--- src/rtl/iterative_muldiv_unit.sv ---
// Iterative signed/unsigned MUL/MUH/DIV/MOD, one shift-add/subtract step per clock.
// Latency DataWidth+2 cycles (1 for divide-by-zero); Start is ignored while Busy.
module iterative_muldiv_unit #(
  parameter int DataWidth  = 16,
  parameter bit SignedMode = 1'b1
) (
  input  logic                 Clock,
  input  logic                 Reset,
  input  logic                 Start,
  input  logic [1:0]           Op,
  input  logic [DataWidth-1:0] InDest,
  input  logic [DataWidth-1:0] InSrc,
  output logic                 Busy,
  output logic                 Done,
  output logic [DataWidth-1:0] OutDest,
  output logic                 OutZero,
  output logic                 OutNegative,
  output logic                 OutParity,
  output logic                 OutOverflow,
  output logic                 DivByZero
);

  localparam int W  = DataWidth;
  localparam int CW = $clog2(DataWidth);

  typedef enum logic [1:0] {IDLE, CALC, SIGN, DONE} state_t;

  state_t          state, state_nxt;
  logic [1:0]      op_q;
  logic [W-1:0]    src_mag;
  logic [2*W-1:0]  acc;
  logic [CW-1:0]   cnt;
  logic            res_neg, rem_neg;

  logic            accept, div_zero, last;
  logic            dest_sgn, src_sgn;
  logic [W-1:0]    dest_mag, src_mag_in;
  logic [W:0]      mul_sum, div_shift, div_diff;
  logic [2*W-1:0]  acc_step, prod_s;
  logic [W-1:0]    res;
  logic            ovf;

  assign accept     = ((state == IDLE) || (state == DONE)) && Start;
  assign div_zero   = Op[1] && (InSrc == '0);
  assign last       = (cnt == CW'(W-1));
  assign dest_sgn   = SignedMode && InDest[W-1];
  assign src_sgn    = SignedMode && InSrc[W-1];
  assign dest_mag   = dest_sgn ? -InDest : InDest;
  assign src_mag_in = src_sgn ? -InSrc : InSrc;

  // Both operations start from {0, |InDest|}: the low half is the multiplier
  // being consumed LSB-first, or the dividend being consumed MSB-first.
  assign mul_sum   = {1'b0, acc[2*W-1:W]} + (acc[0] ? {1'b0, src_mag} : '0);
  assign div_shift = {acc[2*W-1:W], acc[W-1]};
  assign div_diff  = div_shift - {1'b0, src_mag};

  always_comb begin
    acc_step = {mul_sum, acc[W-1:1]};
    if (op_q[1]) begin
      if (div_diff[W]) acc_step = {div_shift[W-1:0], acc[W-2:0], 1'b0};
      else             acc_step = {div_diff[W-1:0],  acc[W-2:0], 1'b1};
    end
  end

  assign prod_s = res_neg ? -acc : acc;

  always_comb begin
    res = '0;
    ovf = 1'b0;
    case (op_q)
      2'd0: begin
        res = prod_s[W-1:0];
        if (SignedMode) ovf = (prod_s[2*W-1:W-1] != {(W+1){prod_s[W-1]}});
        else            ovf = (prod_s[2*W-1:W] != '0);
      end
      2'd1: res = prod_s[2*W-1:W];
      2'd2: begin
        res = res_neg ? -acc[W-1:0] : acc[W-1:0];
        // A positive quotient of magnitude 2^(W-1) only arises from MIN / -1.
        ovf = SignedMode && !res_neg && acc[W-1];
      end
      default: res = rem_neg ? -acc[2*W-1:W] : acc[2*W-1:W];
    endcase
  end

  always_ff @(posedge Clock or posedge Reset) begin
    if (Reset) state <= IDLE;
    else       state <= state_nxt;
  end

  always_comb begin
    state_nxt = state;
    case (state)
      IDLE: if (Start) state_nxt = div_zero ? DONE : CALC;
      CALC: if (last) state_nxt = SIGN;
      SIGN: state_nxt = DONE;
      DONE: begin
        state_nxt = IDLE;
        if (Start) state_nxt = div_zero ? DONE : CALC;
      end
      default: state_nxt = IDLE;
    endcase
  end

  always_ff @(posedge Clock or posedge Reset) begin
    if (Reset) begin
      op_q        <= '0;
      src_mag     <= '0;
      acc         <= '0;
      cnt         <= '0;
      res_neg     <= 1'b0;
      rem_neg     <= 1'b0;
      OutDest     <= '0;
      OutZero     <= 1'b0;
      OutNegative <= 1'b0;
      OutParity   <= 1'b0;
      OutOverflow <= 1'b0;
      DivByZero   <= 1'b0;
    end else if (accept) begin
      op_q        <= Op;
      src_mag     <= src_mag_in;
      acc         <= {{W{1'b0}}, dest_mag};
      cnt         <= '0;
      res_neg     <= dest_sgn ^ src_sgn;
      rem_neg     <= dest_sgn;
      OutDest     <= '0;
      OutNegative <= 1'b0;
      OutOverflow <= 1'b0;
      OutZero     <= div_zero;
      OutParity   <= div_zero;
      DivByZero   <= div_zero;
    end else if (state == CALC) begin
      acc <= acc_step;
      cnt <= last ? '0 : cnt + 1'b1;
    end else if (state == SIGN) begin
      OutDest     <= res;
      OutZero     <= (res == '0);
      OutNegative <= SignedMode && res[W-1];
      OutParity   <= ~^res;
      OutOverflow <= ovf;
    end
  end

  assign Busy = (state == CALC) || (state == SIGN);
  assign Done = (state == DONE);

endmodule

--- config.mk ---
export PLATFORM = sky130hd
export DESIGN_NAME = iterative_muldiv_unit
export DESIGN_NICKNAME = d
export VERILOG_FILES = /design/src/rtl/iterative_muldiv_unit.sv
export SDC_FILE = /design/constraint.sdc
export NUM_CORES = 1
export LEC_CHECK = 0
export CORE_MARGIN = 8
export CORE_UTILIZATION = 40
export CTS_BUF_LIST = sky130_fd_sc_hd__clkbuf_8
export DETAILED_ROUTE_END_ITERATION = 16
export PLACE_DENSITY = 0.69
export SLEW_MARGIN = 40
export SYNTH_ARGS = -nofsm -noshare
export SYNTH_HDL_FRONTEND = slang
export SYNTH_SLANG_ARGS = --single-unit
--- constraint.sdc ---
create_clock -name Clock -period 4.04 [get_ports Clock]
set_clock_uncertainty 0.2 [all_clocks]
set_input_delay 0.606 -clock Clock [delete_from_list [all_inputs] [get_ports Clock]]
set_output_delay 0.606 -clock Clock [all_outputs]
set_load 0.005 [all_outputs]
# ---- After elaboration in Yosys (flattened, before gate mapping)
# Cells that the tools add are included.
dict set report word_totals {
  ff_bits 79
  latch_bits 0
  ramBits 0
  romBits 0
  output_inout_bits 23
  elab_cells 82
  memories 0
}
dict set report op_classes {
  add_sub_neg 8
  n_mul 0
  div 0
  magnitude_cmp 0
  eq_ne 10
  shift 0
  mux 35
  bitwise_logic 1
  n_reduce_logical 15
}
# cell n
set ops {}
lappend ops {{2-to-1 mux 32 bit} 5}
lappend ops {{2-to-1 mux 16 bit} 8}
lappend ops {{negator 16 bit} 4}
lappend ops {{case mux 16 bit (3 select lines)} 1}
lappend ops {{zero test 16 bit} 2}
lappend ops {{negator 32 bit} 1}
lappend ops {{adder 16 x 16 -> 17 bit} 1}
lappend ops {{subtractor 17 x 16 -> 17 bit} 1}
lappend ops {{inequality test 16 bit} 1}
lappend ops {{XNOR reduction 16 bit} 1}
lappend ops {{2-to-1 mux 1 bit} 12}
lappend ops {{2-to-1 mux 4 bit} 3}
lappend ops {{2-to-1 mux 2 bit} 4}
lappend ops {{case mux 2 bit (4 select lines)} 1}
lappend ops {{== test 2 bit, second input constant} 3}
lappend ops {{inequality test 2 bit, second input constant} 3}
lappend ops {{adder 4 x 1 -> 4 bit, second input constant} 1}
lappend ops {{== test 2 x 1 -> 1 bit, second input constant} 2}
lappend ops {{== test 4 bit, second input constant} 1}
lappend ops {{zero test 2 bit} 2}
lappend ops {{AND reduction 2 bit} 2}
lappend ops {{nonzero test 2 bit} 2}
lappend ops {{logical AND 1 bit} 3}
lappend ops {{logical OR 1 bit} 2}
lappend ops {{3 further kinds} 3}

# ---- Depth between registers and ports, before layout
# Gate-level depths: netlist of the first run.
dict set report depth {
  word_depth 7
  ltp_mapped 16
  ltp_nobuf 15
}

# ---- Worst setup path after synthesis of the first run
# Ideal clock, no wire load.
dict set report synth_timing {
  path_kind {reg-to-reg}
  start {register acc[16]}
  end {register OutParity}
  t_arrival_ps 3289
  required_ps 3715
  setup_slack_ps 426
  stages_incl_launch_ff 17
  path_cell_list {dfrtp_1 > clkbuf_1 > inv_1 > ha_1 > nor3b_1 > nand4b_1 > o41ai_2 > xnor2_1 > nor2_1 > a21oi_1 > mux2i_1 > ha_1 > xnor2_1 > xnor2_1 > xnor2_1 > o21ai_0 > mux2_2}
}
dict set report synth_via {
  elab_chain_len 7
  elab_cells_between_ends 9
}
# item line
set synth_lines {}
lappend synth_lines {{from (decl)} 31} ;# logic [2*W-1:0] acc;
lappend synth_lines {{from (signal assigned)} 122} ;# acc <= {{W{1'b0}}, dest_mag};
lappend synth_lines {{from (signal assigned)} 133} ;# acc <= acc_step;
lappend synth_lines {{negator 32 bit or negator 16 bit (tied branches)} {65, 82}}
lappend synth_lines {{2-to-1 mux 32 bit or 2-to-1 mux 16 bit (tied branches)} {65, 82}}
lappend synth_lines {{case mux 16 bit (3 select lines) (*)} 70} ;# case (op_q)
lappend synth_lines {{XNOR reduction 16 bit (*)} 139} ;# OutParity <= ~^res;
lappend synth_lines {{2-to-1 mux 1 bit (*)} 135} ;# end else if (state == SIGN) begin
lappend synth_lines {{2-to-1 mux 1 bit (*)} 132} ;# end else if (state == CALC) begin
lappend synth_lines {{2-to-1 mux 1 bit (*)} 119} ;# end else if (accept) begin
lappend synth_lines {{to (signal assigned)} 130} ;# OutParity <= div_zero;
lappend synth_lines {{to (signal assigned)} 139}
lappend synth_lines {{to (decl)} 18} ;# output logic OutParity,
# Mark *: on every way between the ends. The rest lies on a longest branch, timed or not. The select of a mux whose other input is x is not followed.
# A chain may end at the register's enable or synchronous reset.

# ---- Final worst setup path of the first run
dict set report layout_timing {
  start {register acc[0]}
  end {register OutParity}
}
dict set report layout_via {
  elab_chain_len 7
  elab_cells_between_ends 9
}
# item line
set layout_lines {}
lappend layout_lines {{negator 32 bit or negator 16 bit (tied branches)} {65, 78}}
lappend layout_lines {{2-to-1 mux 32 bit or 2-to-1 mux 16 bit (tied branches)} {65, 78}}
lappend layout_lines {{case mux 16 bit (3 select lines) (*)} 70}
lappend layout_lines {{XNOR reduction 16 bit (*)} 139}
lappend layout_lines {{2-to-1 mux 1 bit (*)} 135}
lappend layout_lines {{2-to-1 mux 1 bit (*)} 132}
lappend layout_lines {{2-to-1 mux 1 bit (*)} 119}
# Marked as above.

==> impl_results.md, run 1 <==
- Status: completed
- Antenna Violating Nets Remaining: 0
- CP endpoint kind: register
- Slew Limit Fails: 0
- CTS Buf Count: 9
- P_int: 4390 µW
- PortBufs: 59
- Top FF cell, synth: dfrtp_1
- Worst setup margin: 0.342 ns
- Placed instance count: 1238
- #FFs+latches synth: 78
- Post-synth EDFFs: 0
- Maximum vdd drop: 0.715 mV
- Period utilization: 91.5%
- Overflow after GRT: 0
- Initial antenna violation count: 0
- Drt wl/cell: 17.2 µm
- Setup violations, final: 0
- Hold path depth: 2
- CTS sink cnt: 78
- DRT Pass-1 Iters: 5
- Clk slew on worst S/H paths: 0.09 ns
- Finished Layout Cells: 1254
- WL final: 21.6 mm
- Dpl ws: 0.313 ns
- Net Switching: 4510 µW
- Worst-Skew Late Latency: 0.37 ns
- Slew @ Worst Pin: 0.753 ns
- Yosys cell types: 77
- Nets@finish: 1104
- Inserted Diodes: 0
- Max Freq: 0.270 GHz
- Rows: 50
- Crit path time final: 3.70 ns
- Synth async-reset ratio: 100%
- Die width: 154 µm
- Pwr dens: 1020 nW/µm²
- Worst setup path class: reg2reg
- First-pass GRT wire length: 36.1 mm
- Routed vias: 7257
- Sw frac: 50.6%
- Min Hold Slack: 0.284 ns
- Die area: 23800 µm²
- Hold Crit Class: reg2reg
- Area growth, synth to finish: 14.5%
- Crit path max fanout: 13
- Vias in the first global route: 6999
- Htree depth: 3
- Synthesized area: 7640 µm²
- Fraction of layout cells with a size suffix above 1: 7.35%
- Final hold vios: 0
- Leak Pwr: 0.00365 µW
- Mean Syn Cell Area: 7.84 µm²
- Max Cap Viol: 0
- Core area: 18700 µm²
- Post-synth net total: 1064
- Reg power frac: 18.9%
- Combinational share of power: 74.2%
- Vias/cell: 5.79
- I/O pin total: 60
- Crit path DAT: 3.77 ns
- DRC errors left: 0
- R2R setup slack: 0.34 ns
- Final HPWL DP: 16.5 mm
- RSZ-0062 raised after global routing: false
- Largest net degree at the start of global routing: 72
- CTS root buf: clkbuf_8
- Total GRT Usage: 18.4%
- Relative slew slack: 49.8%
- Die height: 154 µm
- Yosys warnings: 0
- Maximum clock insertion buffer count: 2
- CTS tree: yes
- Reg2Reg Depth: 15
- Synth Instances: 975
- Initial Util: 40.9%
- Clock power frac: 6.9%
- Routability Congestion: 0.934
- Iteration-0 DRC Markers: 521
- Seq/Total Area, Yosys: 25.5%
- Setup TNS: 0 ns
- Startpoint Class: register
- Req. time, crit path: 4.11 ns
- Util after Layout: 46.8%
- Hold buffer count at CTS: 0
path summary, 6_finish.rpt:
kind                                        from                     to
hold reg to reg            DivByZero$_DFFE_PP0P_  DivByZero$_DFFE_PP0P_
setup reg to reg              acc[0]$_DFFE_PP0P_  OutParity$_DFFE_PP0P_
max in group asynchronous                  Reset     acc[7]$_DFFE_PP0P_
setup / recovery              acc[0]$_DFFE_PP0P_  OutParity$_DFFE_PP0P_
hold / removal             DivByZero$_DFFE_PP0P_  DivByZero$_DFFE_PP0P_
min in group asynchronous                  Reset    acc[30]$_DFFE_PP0P_
what timing repair did:
item	in CTS	in global routing
gates resized for setup	0	1
endpoints found under the setup margin	0	1
setup buffers	0	0
flip-flops by register name (all words and copies together) (netlist names):
signal,count
cnt,4
OutZero,1
acc,32
op_q,2
DivByZero,1
state,2
rem_neg,1
OutDest,16
OutParity,1
src_mag,16
res_neg,1
OutOverflow,1
worst max-delay path, cell delays in order, from the launching register on:
cell	delay [ns]
dfrtp_1	0.55
clkinv_1	0.16
ha_1	0.29
nand4_1	0.10
buf_4	0.21
nor2_1	0.08
nor2_1	0.25
a21oi_1	0.09
xnor2_1	0.27
a21oi_1	0.18
ha_1	0.35
xnor2_1	0.19
xnor2_1	0.16
xnor2_1	0.13
o21ai_0	0.09
mux2_2	0.28
logic make-up (layout without fill, tap and decap cells):
group | after synthesis | in the layout | synth area share [%]
adder cells (fa/ha/maj) | 52 | 52 | 8.71
buffers and inverters | 107 | 152 | 5.47
multiplexers | 37 | 37 | 4.98
XOR/XNOR | 97 | 97 | 11.2
AND/OR/NAND/NOR | 314 | 314 | 19.6
AO/OA/AOI/OAI | 290 | 290 | 24.6
flip-flops | 78 | 78 | 25.5
metrics by stage:
stage,total power (µW),instance area (µm²)
final,8900,8750
after global routing,9720,8750
after CTS,8880,8750
after detailed placement,8230,8550
after global placement,8130,8550
after floorplan,6540,7640
power groups by stage:
stage	Clock [µW]	Combinational, µW	Sequential [µW]
finish	616	6600	1680
global route	658	7310	1750
CTS	626	6570	1680
detailed placement	0	6540	1700
global placement	0	6450	1680
floorplan	0	5130	1400
cell usage in the layout, fill, tap and decap left out, drive strengths merged, types with 4 or more instances in the layout:
cell type	count
nand2	126
o21ai	107
dfrtp	78
nor2	73
clkdlybuf4s50	59
a21oi	52
ha	50
xor2	49
xnor2	48
inv	40
buf	34
mux2i	29
o211ai	22
or3	20
nor3	20
o31ai	20
nand3	14
a31oi	13
clkbuf	10
o41ai	10
nor2b	9
o21a	9
nor4	9
mux2	8
nand2b	7
a211oi	7
and3	6
o31a	6
or2	6
clkinv	6
o22ai	5
a21o	5
nand4	5
o21bai	4
or4	4
layer usage:
metal	global-route usage, %	part of all wire [%]	vias up
met3	2.95	5.0	23
met1	25.7	48	3467
met4	5.65	1.8	0
li1	-	-	3571
met5	0	0	-
met2	28.6	45	196
layout make-up:
class | count | area, µm²
clock buffers | 10 | 138
clock inverters | 6 | 62.6
fillers | 1849 | 9950
inverters | 43 | 163
multi-input cells | 790 | 5290
flip-flops and latches | 78 | 1950
well taps | 234 | 293
repair buffers | 93 | 858
synth_stat cells (5+ instances only):
| master | instances | area (µm²) |
|---|---|---|
| nand2_1 | 126 | 473 |
| o21ai_0 | 81 | 405 |
| dfrtp_1 | 78 | 1950 |
| nor2_1 | 73 | 274 |
| a21oi_1 | 52 | 260 |
| clkbuf_1 | 51 | 191 |
| ha_1 | 50 | 626 |
| xor2_1 | 49 | 429 |
| xnor2_1 | 47 | 412 |
| inv_1 | 40 | 150 |
| mux2i_1 | 29 | 290 |
| o21ai_1 | 26 | 130 |
| o211ai_1 | 22 | 165 |
| or3_1 | 20 | 125 |
| nor3_1 | 19 | 95.1 |
| o31ai_1 | 19 | 143 |
| nand3_1 | 14 | 70.1 |
| a31oi_1 | 13 | 81.3 |
| nor2b_1 | 9 | 56.3 |
| o21a_1 | 9 | 67.6 |
| nand2b_1 | 7 | 43.8 |
| nor4_1 | 7 | 43.8 |
| a211oi_1 | 6 | 45.0 |
| and3_1 | 6 | 37.5 |
| buf_1 | 6 | 22.5 |
| o31a_1 | 6 | 52.6 |
| o41ai_1 | 6 | 52.6 |
| a21o_1 | 5 | 37.5 |
| mux2_1 | 5 | 56.3 |
| o22ai_1 | 5 | 31.3 |
| or2_2 | 5 | 31.3 |
(Power assumes the default switching activity.)
==> inputs of run 2 (changes only) <==
- DONT_BUFFER_PORTS: default -> 1
- PLACE_DENSITY: 0.69 -> 0.65
==> impl_results.md, run 2 (synthesis gave the netlist of run 1 again) <==
- Die width: 154 µm (unchanged)
- Most common cell after layout, fill and taps aside: nand2_1
- Area growth, synth to finish: 6.74%
- Initial antenna violation count: 0 (unchanged)
- Drt wl/cell: 17.9 µm (+4.2%)
- Hold Path Sink: rem_neg$_DFFE_PP0P_
- Die height: 154 µm (unchanged)
- Min Hold Slack: 0.140 ns (-0.144 ns)
- Max Freq: 0.269 GHz (-0.61%)
- Status: completed
- Maximum clock insertion buffer count: 2 (unchanged)
- Slew @ Worst Pin: 0.752 ns (-0.00128 ns)
- CTS Buf Count: 9 (unchanged)
- Setup violations, final: 0 (unchanged)
- Dpl ws: 0.334 ns (+0.0203 ns)
- Slew Limit Fails: 0 (unchanged)
- Overflow after GRT: 0 (unchanged)
- CTS sink cnt: 78 (unchanged)
- Number of flip-flops under the largest register name: 32 (unchanged)
- Leak Pwr: 0.00344 µW (-5.8%)
- Fraction of layout cells with a size suffix above 1: 7.79% (+0.44 points)
- Largest regs: acc x32, OutDest x16, src_mag x16
- Worst setup path class: reg2reg
- I/O pin total: 60 (unchanged)
- First-pass GRT wire length: 35.5 mm (-1.8%)
- Worst setup margin: 0.319 ns (-0.0228 ns)
- CTS tree: yes
- R2R Path End: OutParity$_DFFE_PP0P_
- Pwr dens: 1060 nW/µm² (+4.4%)
- Largest reg by FF count: acc
- DRT Pass-1 Iters: 5 (unchanged)
- Crit path time final: 3.72 ns (+0.0228 ns)
- Hold Crit Class: in2reg
- WL final: 21.5 mm (-0.52%)
- Crit path DAT: 3.78 ns (about the same)
- Setup TNS: 0 ns (unchanged)
- Crit path max fanout: 5 (-8)
- Period utilization: 92.1% (+0.56 points)
- Startpoint Class: register
- Maximum vdd drop: 0.549 mV (-23%)
- RSZ-0062 raised after global routing: false
- Final hold vios: 0 (unchanged)
- Vias in the first global route: 6728 (-3.9%)
- Nets@finish: 1047 (-5.2%)
- Reg-to-Reg Start: acc[17]$_DFFE_PP0P_
- Req. time, crit path: 4.10 ns (about the same)
- PortBufs: 0 (-100%)
- Routed vias: 7016 (-3.3%)
- Inserted Diodes: 0 (unchanged)
- Hold path depth: 2 (unchanged)
- Final HPWL DP: 16.4 mm (-0.76%)
- Htree depth: 3 (unchanged)
- Largest net degree at the start of global routing: 63 (-13%)
- Iteration-0 DRC Markers: 572 (+9.8%)
- Clk slew on worst S/H paths: 0.08 ns (about the same)
- CTS root buf: clkbuf_8
- R2R setup slack: 0.32 ns (-0.02 ns)
- Fillers: 1912 (+3.4%)
- Vias/cell: 5.86 (+1.3%)
- Worst-Skew Late Latency: 0.38 ns (about the same)
- Reg2Reg Depth: 16 (+1)
- Post-CTS Setup Bufs: 0 (unchanged)
- Antenna Violating Nets Remaining: 0 (unchanged)
- Max Cap Viol: 0 (unchanged)
- DRC errors left: 0 (unchanged)
- Core area: 18700 µm² (unchanged)
- Worst Hold Launch: InDest[15]
- Total GRT Usage: 18.3% (-0.13 points)
- Routability Congestion: 0.953 (+2.1%)
- Die area: 23800 µm² (unchanged)
- Rows: 50 (unchanged)
- Commonest cells after routing, fill and taps aside: 126 x nand2_1, 81 x o21ai_0, 77 x dfrtp_1
- Relative slew slack: 49.9% (+0.085 points)
- Initial Util: 40.9% (unchanged)
- CP endpoint kind: register
-- run 2: cell types whose count changed in the layout (fill, tap and decap cells not counted) --
cell | before | now
dlygate4sd3_1 | 0 | 1
nor3b_2 | 1 | 0
nor3b_1 | 2 | 3
bufinv_16 | 1 | 0
buf_4 | 33 | 34
o31ai_1 | 19 | 18
clkdlybuf4s50_1 | 59 | 0
o31ai_2 | 1 | 2
clkinvlp_4 | 2 | 0
inv_1 | 40 | 41
clkbuf_8 | 10 | 11
clkinv_4 | 1 | 2
-- run 2: layout make-up --
class	count	area, µm²	area share, %
well taps	234	293	3.59
repair buffers	36	285	3.50
clock buffers	11	151	1.86
inverters	43	166	2.04
clock inverters	5	26.3	0.322
flip-flops and latches	78	1950	23.9
multi-input cells	790	5290	64.8
-- run 2: how the worst max path moves through the flow --
stage                                   start               endpoint  slack [ns]
after detailed placement  acc[12]$_DFFE_PP0P_  OutParity$_DFFE_PP0P_        0.33
after global placement    acc[12]$_DFFE_PP0P_  OutParity$_DFFE_PP0P_        0.38
after floorplan           acc[16]$_DFFE_PP0P_  OutParity$_DFFE_PP0P_        0.43
after global routing       acc[3]$_DFFE_PP0P_  OutParity$_DFFE_PP0P_        0.04
final                     acc[17]$_DFFE_PP0P_  OutParity$_DFFE_PP0P_        0.32
after CTS                 acc[12]$_DFFE_PP0P_  OutParity$_DFFE_PP0P_        0.31
-- run 2: per-layer routing --
| layer | track usage [%] | routed length, µm | part of all wire [%] |
|---|---|---|---|
| met1 | 24.7 | 10100 | 47 |
| met3 | 4.12 | 1330 | 6.2 |
| met2 | 28.1 | 9500 | 44 |
| met5 | 0 | 0 | 0 |
| met4 | 6.58 | 511 | 2.4 |
-- run 2: per-stage QoR --
stage                     total power [µW]  utilization, %  instance area, µm²  std cells
after floorplan                       6540               -                7640        975
after global placement                7970            42.6                7960       1180
after detailed placement              8040            42.6                7970       1180
after CTS                             8630            43.6                8160       1197
after global routing                  9480            43.6                8160       1197
final                                 8660            43.6                8160       1197
-- run 2: worst max-delay path, cell delays in order, from the launching register on --
cell and delay [ns]:
dfrtp_1 0.38, inv_1 0.17, ha_1 0.23, nor3b_1 0.30, buf_4 0.19, nand3b_1 0.10
o31ai_1 0.27, xnor2_1 0.20, nor2_1 0.06, a21oi_1 0.24, o21ai_1 0.13, ha_1 0.30
xnor2_1 0.19, xnor2_1 0.16, xnor2_1 0.14, o21ai_0 0.08, mux2_2 0.27
-- run 2: where the power goes --
group / switching [µW] / internal, µW / leakage (µW)
Combinational: 3700 / 2790 / 0.00235
Sequential: 470 / 1140 / 0.000989
Clock: 308 / 252 / 0.000102
Total: 4480 / 4190 / 0.00344
-- run 2: repair_timing --
action                                  CTS  global route
hold buffers                              1             0
endpoints found under the hold margin    46             0
endpoints found under the setup margin    0             1
gates resized for setup                   0             1
==> edit: new RTL, flow settings as in run 2 <==
Put a register stage on the outputs `Busy` and `Done`, with the module's reset. The values now appear one clock later. The other outputs are not delayed to match. Comments in the files are not updated.
--- a/src/rtl/iterative_muldiv_unit.sv
+++ b/src/rtl/iterative_muldiv_unit.sv
@@ -141,8 +141,15 @@
     end
   end
 
-  assign Busy = (state == CALC) || (state == SIGN);
-  assign Done = (state == DONE);
+  always_ff @(posedge Clock or posedge Reset) begin
+    if (Reset) begin
+      Busy <= '0;
+      Done <= '0;
+    end else begin
+      Busy <= (state == CALC) || (state == SIGN);
+      Done <= (state == DONE);
+    end
+  end
 
 endmodule
 
Formal check against the unedited RTL: not equivalent (Yosys sat finds a counterexample within 4 cycles, from zero or initial values and one cycle with Reset high).
==> edit against run 2 <==
Final area is 2.1% higher; die area down 1.1%; area after synthesis shrank 1.3%; sequential power down 3%; routed wire length up 1.0%; worst setup slack got worse by 200 ps; sequential cell count increased by 2; total power down 1.1%; critical path type unchanged; largest cell class unchanged; highest routed layer unchanged.
==> edit: results (changes against run 2) <==
Pwr:
- The relative contribution of sequential cells to total power is 18.3% (was 18.6%).
- The cell leakage power was 3.63 nW (was 3.44 nW).
- The worst voltage drop across the vdd grid came to 826 uV (was 549 uV).

Route:
- The routed length on met3 was 1.36 mm (was 1.33 mm).
- The routed via count divided by cell count came to 5.73 (was 5.86).
- The wire length on met1 is 9.97 mm (was 10.1 mm).
- The total met2 wirelength after detailed routing is 9.86 mm (was 9.50 mm).

Finish:
- The filler cell count in the final layout is 1867 (was 1912).

Place:
- The HPWL reported at the end of detailed placement is 17.0 mm (was 16.4 mm).
- The weighted congestion at the end of routability-driven global placement is 0.943 (was 0.953).

Yosys:
- Post-synth top cells: 127 x nand2_1, 101 x o21ai_0, 80 x dfrtp_1 (was 126 x nand2_1, 81 x o21ai_0, 78 x dfrtp_1).
- The count of different cell masters after synthesis came to 69 (was 77).
- The net count after synthesis came to 1051 (was 1064).
- The share of synthesized area occupied by flip-flops and latches was 26.5% (was 25.5%).
- Largest cells by area after synthesis: dfrtp_1 27%, ha_1 8.3%, xor2_1 7.0%, o21ai_0 6.7%, nand2_1 6.3% (was dfrtp_1 26%, ha_1 8.2%, nand2_1 6.2%, xor2_1 5.6%, xnor2_1 5.4%).

Worst setup path:
- The peak per-stage delay on the critical path is 560 ps (was 380 ps).
- The maximum fanout along the worst path is 4 (was 5).
- The endpoint arrival time on the critical path is 3980 ps (was 3780 ps).
- The number of cells on the worst reg-to-reg path was 15 (was 16).
- The slowest library cell on the worst path is or4_1 (was dfrtp_1).
- The cell family with the largest share of critical-path delay is simple AND/OR/NAND/NOR gates (was compound AO/OA/AOI/OAI gates).
- The worst setup slack for register-to-register paths was 120 ps (was 320 ps).

Global routing:
- The total track usage is 18.3% (about the same).
- The pin count of the biggest net entering global routing is 42 (was 63).
- The met3 usage in global routing is 3.55% (was 4.12%).
- The met1 track demand over resource in global routing is 24.4% (was 24.7%).

STA:
- The relative max-transition margin is 57.5% (was 49.9%).

Status:
- Run status: complete, no violations (unchanged).
## edit: repair_timing
| action | in CTS | in global routing |
|---|---|---|
| hold endpoints to repair | 22 | 0 |
| buffers inserted | 0 | 1 |
| endpoints found under the setup margin | 0 | 1 |
| resized for setup | 0 | 5 |
| hold buffers | 1 | 0 |
## edit: through the flow
step                      hold slack (ps)  power (W)  cell area (sq um)  setup WS (ps)  cells
after global routing                  137    0.00933               8330          -14.0   1216
after global placement                263    0.00770               8060           71.8   1198
after detailed placement              275    0.00776               8060           6.65   1198
after floorplan                       250    0.00610               7550           98.2    962
after CTS                             123    0.00847               8290           11.6   1215
final                                 137    0.00856               8330            119   1216
## edit: cell families (layout without fill, tap and decap cells)
| group | after synthesis | after routing | synth area share, % |
|---|---|---|---|
| simple gates | 319 | 319 | 19.9 |
| compound gates | 278 | 278 | 23.4 |
| buf+inv | 101 | 121 | 5.37 |
| xor+xnor | 100 | 100 | 11.6 |
| flops | 80 | 80 | 26.5 |
| fa+ha+maj | 52 | 52 | 8.82 |
| mux | 32 | 32 | 4.38 |
## edit: how the worst min path moves through the flow
stage | endpoint | depth (start not counted)
2_1_floorplan | src_mag[10] | 2
3_3_place_gp | src_mag[4] | 2
3_5_place_dp | src_mag[14] | 2
4_1_cts | op_q[0] | 2
5_1_grt | rem_neg | 2
6_report | op_q[0] | 2
## edit: final cells by class
| class | instances | share of cell area [%] |
|---|---|---|
| tap | 234 | 3.51 |
| clock inverter | 6 | 1.02 |
| inverter | 42 | 1.91 |
| sequential | 80 | 24.0 |
| multi-input combinational | 781 | 62.2 |
| clock buffer | 10 | 1.65 |
| timing repair buffer | 63 | 5.71 |
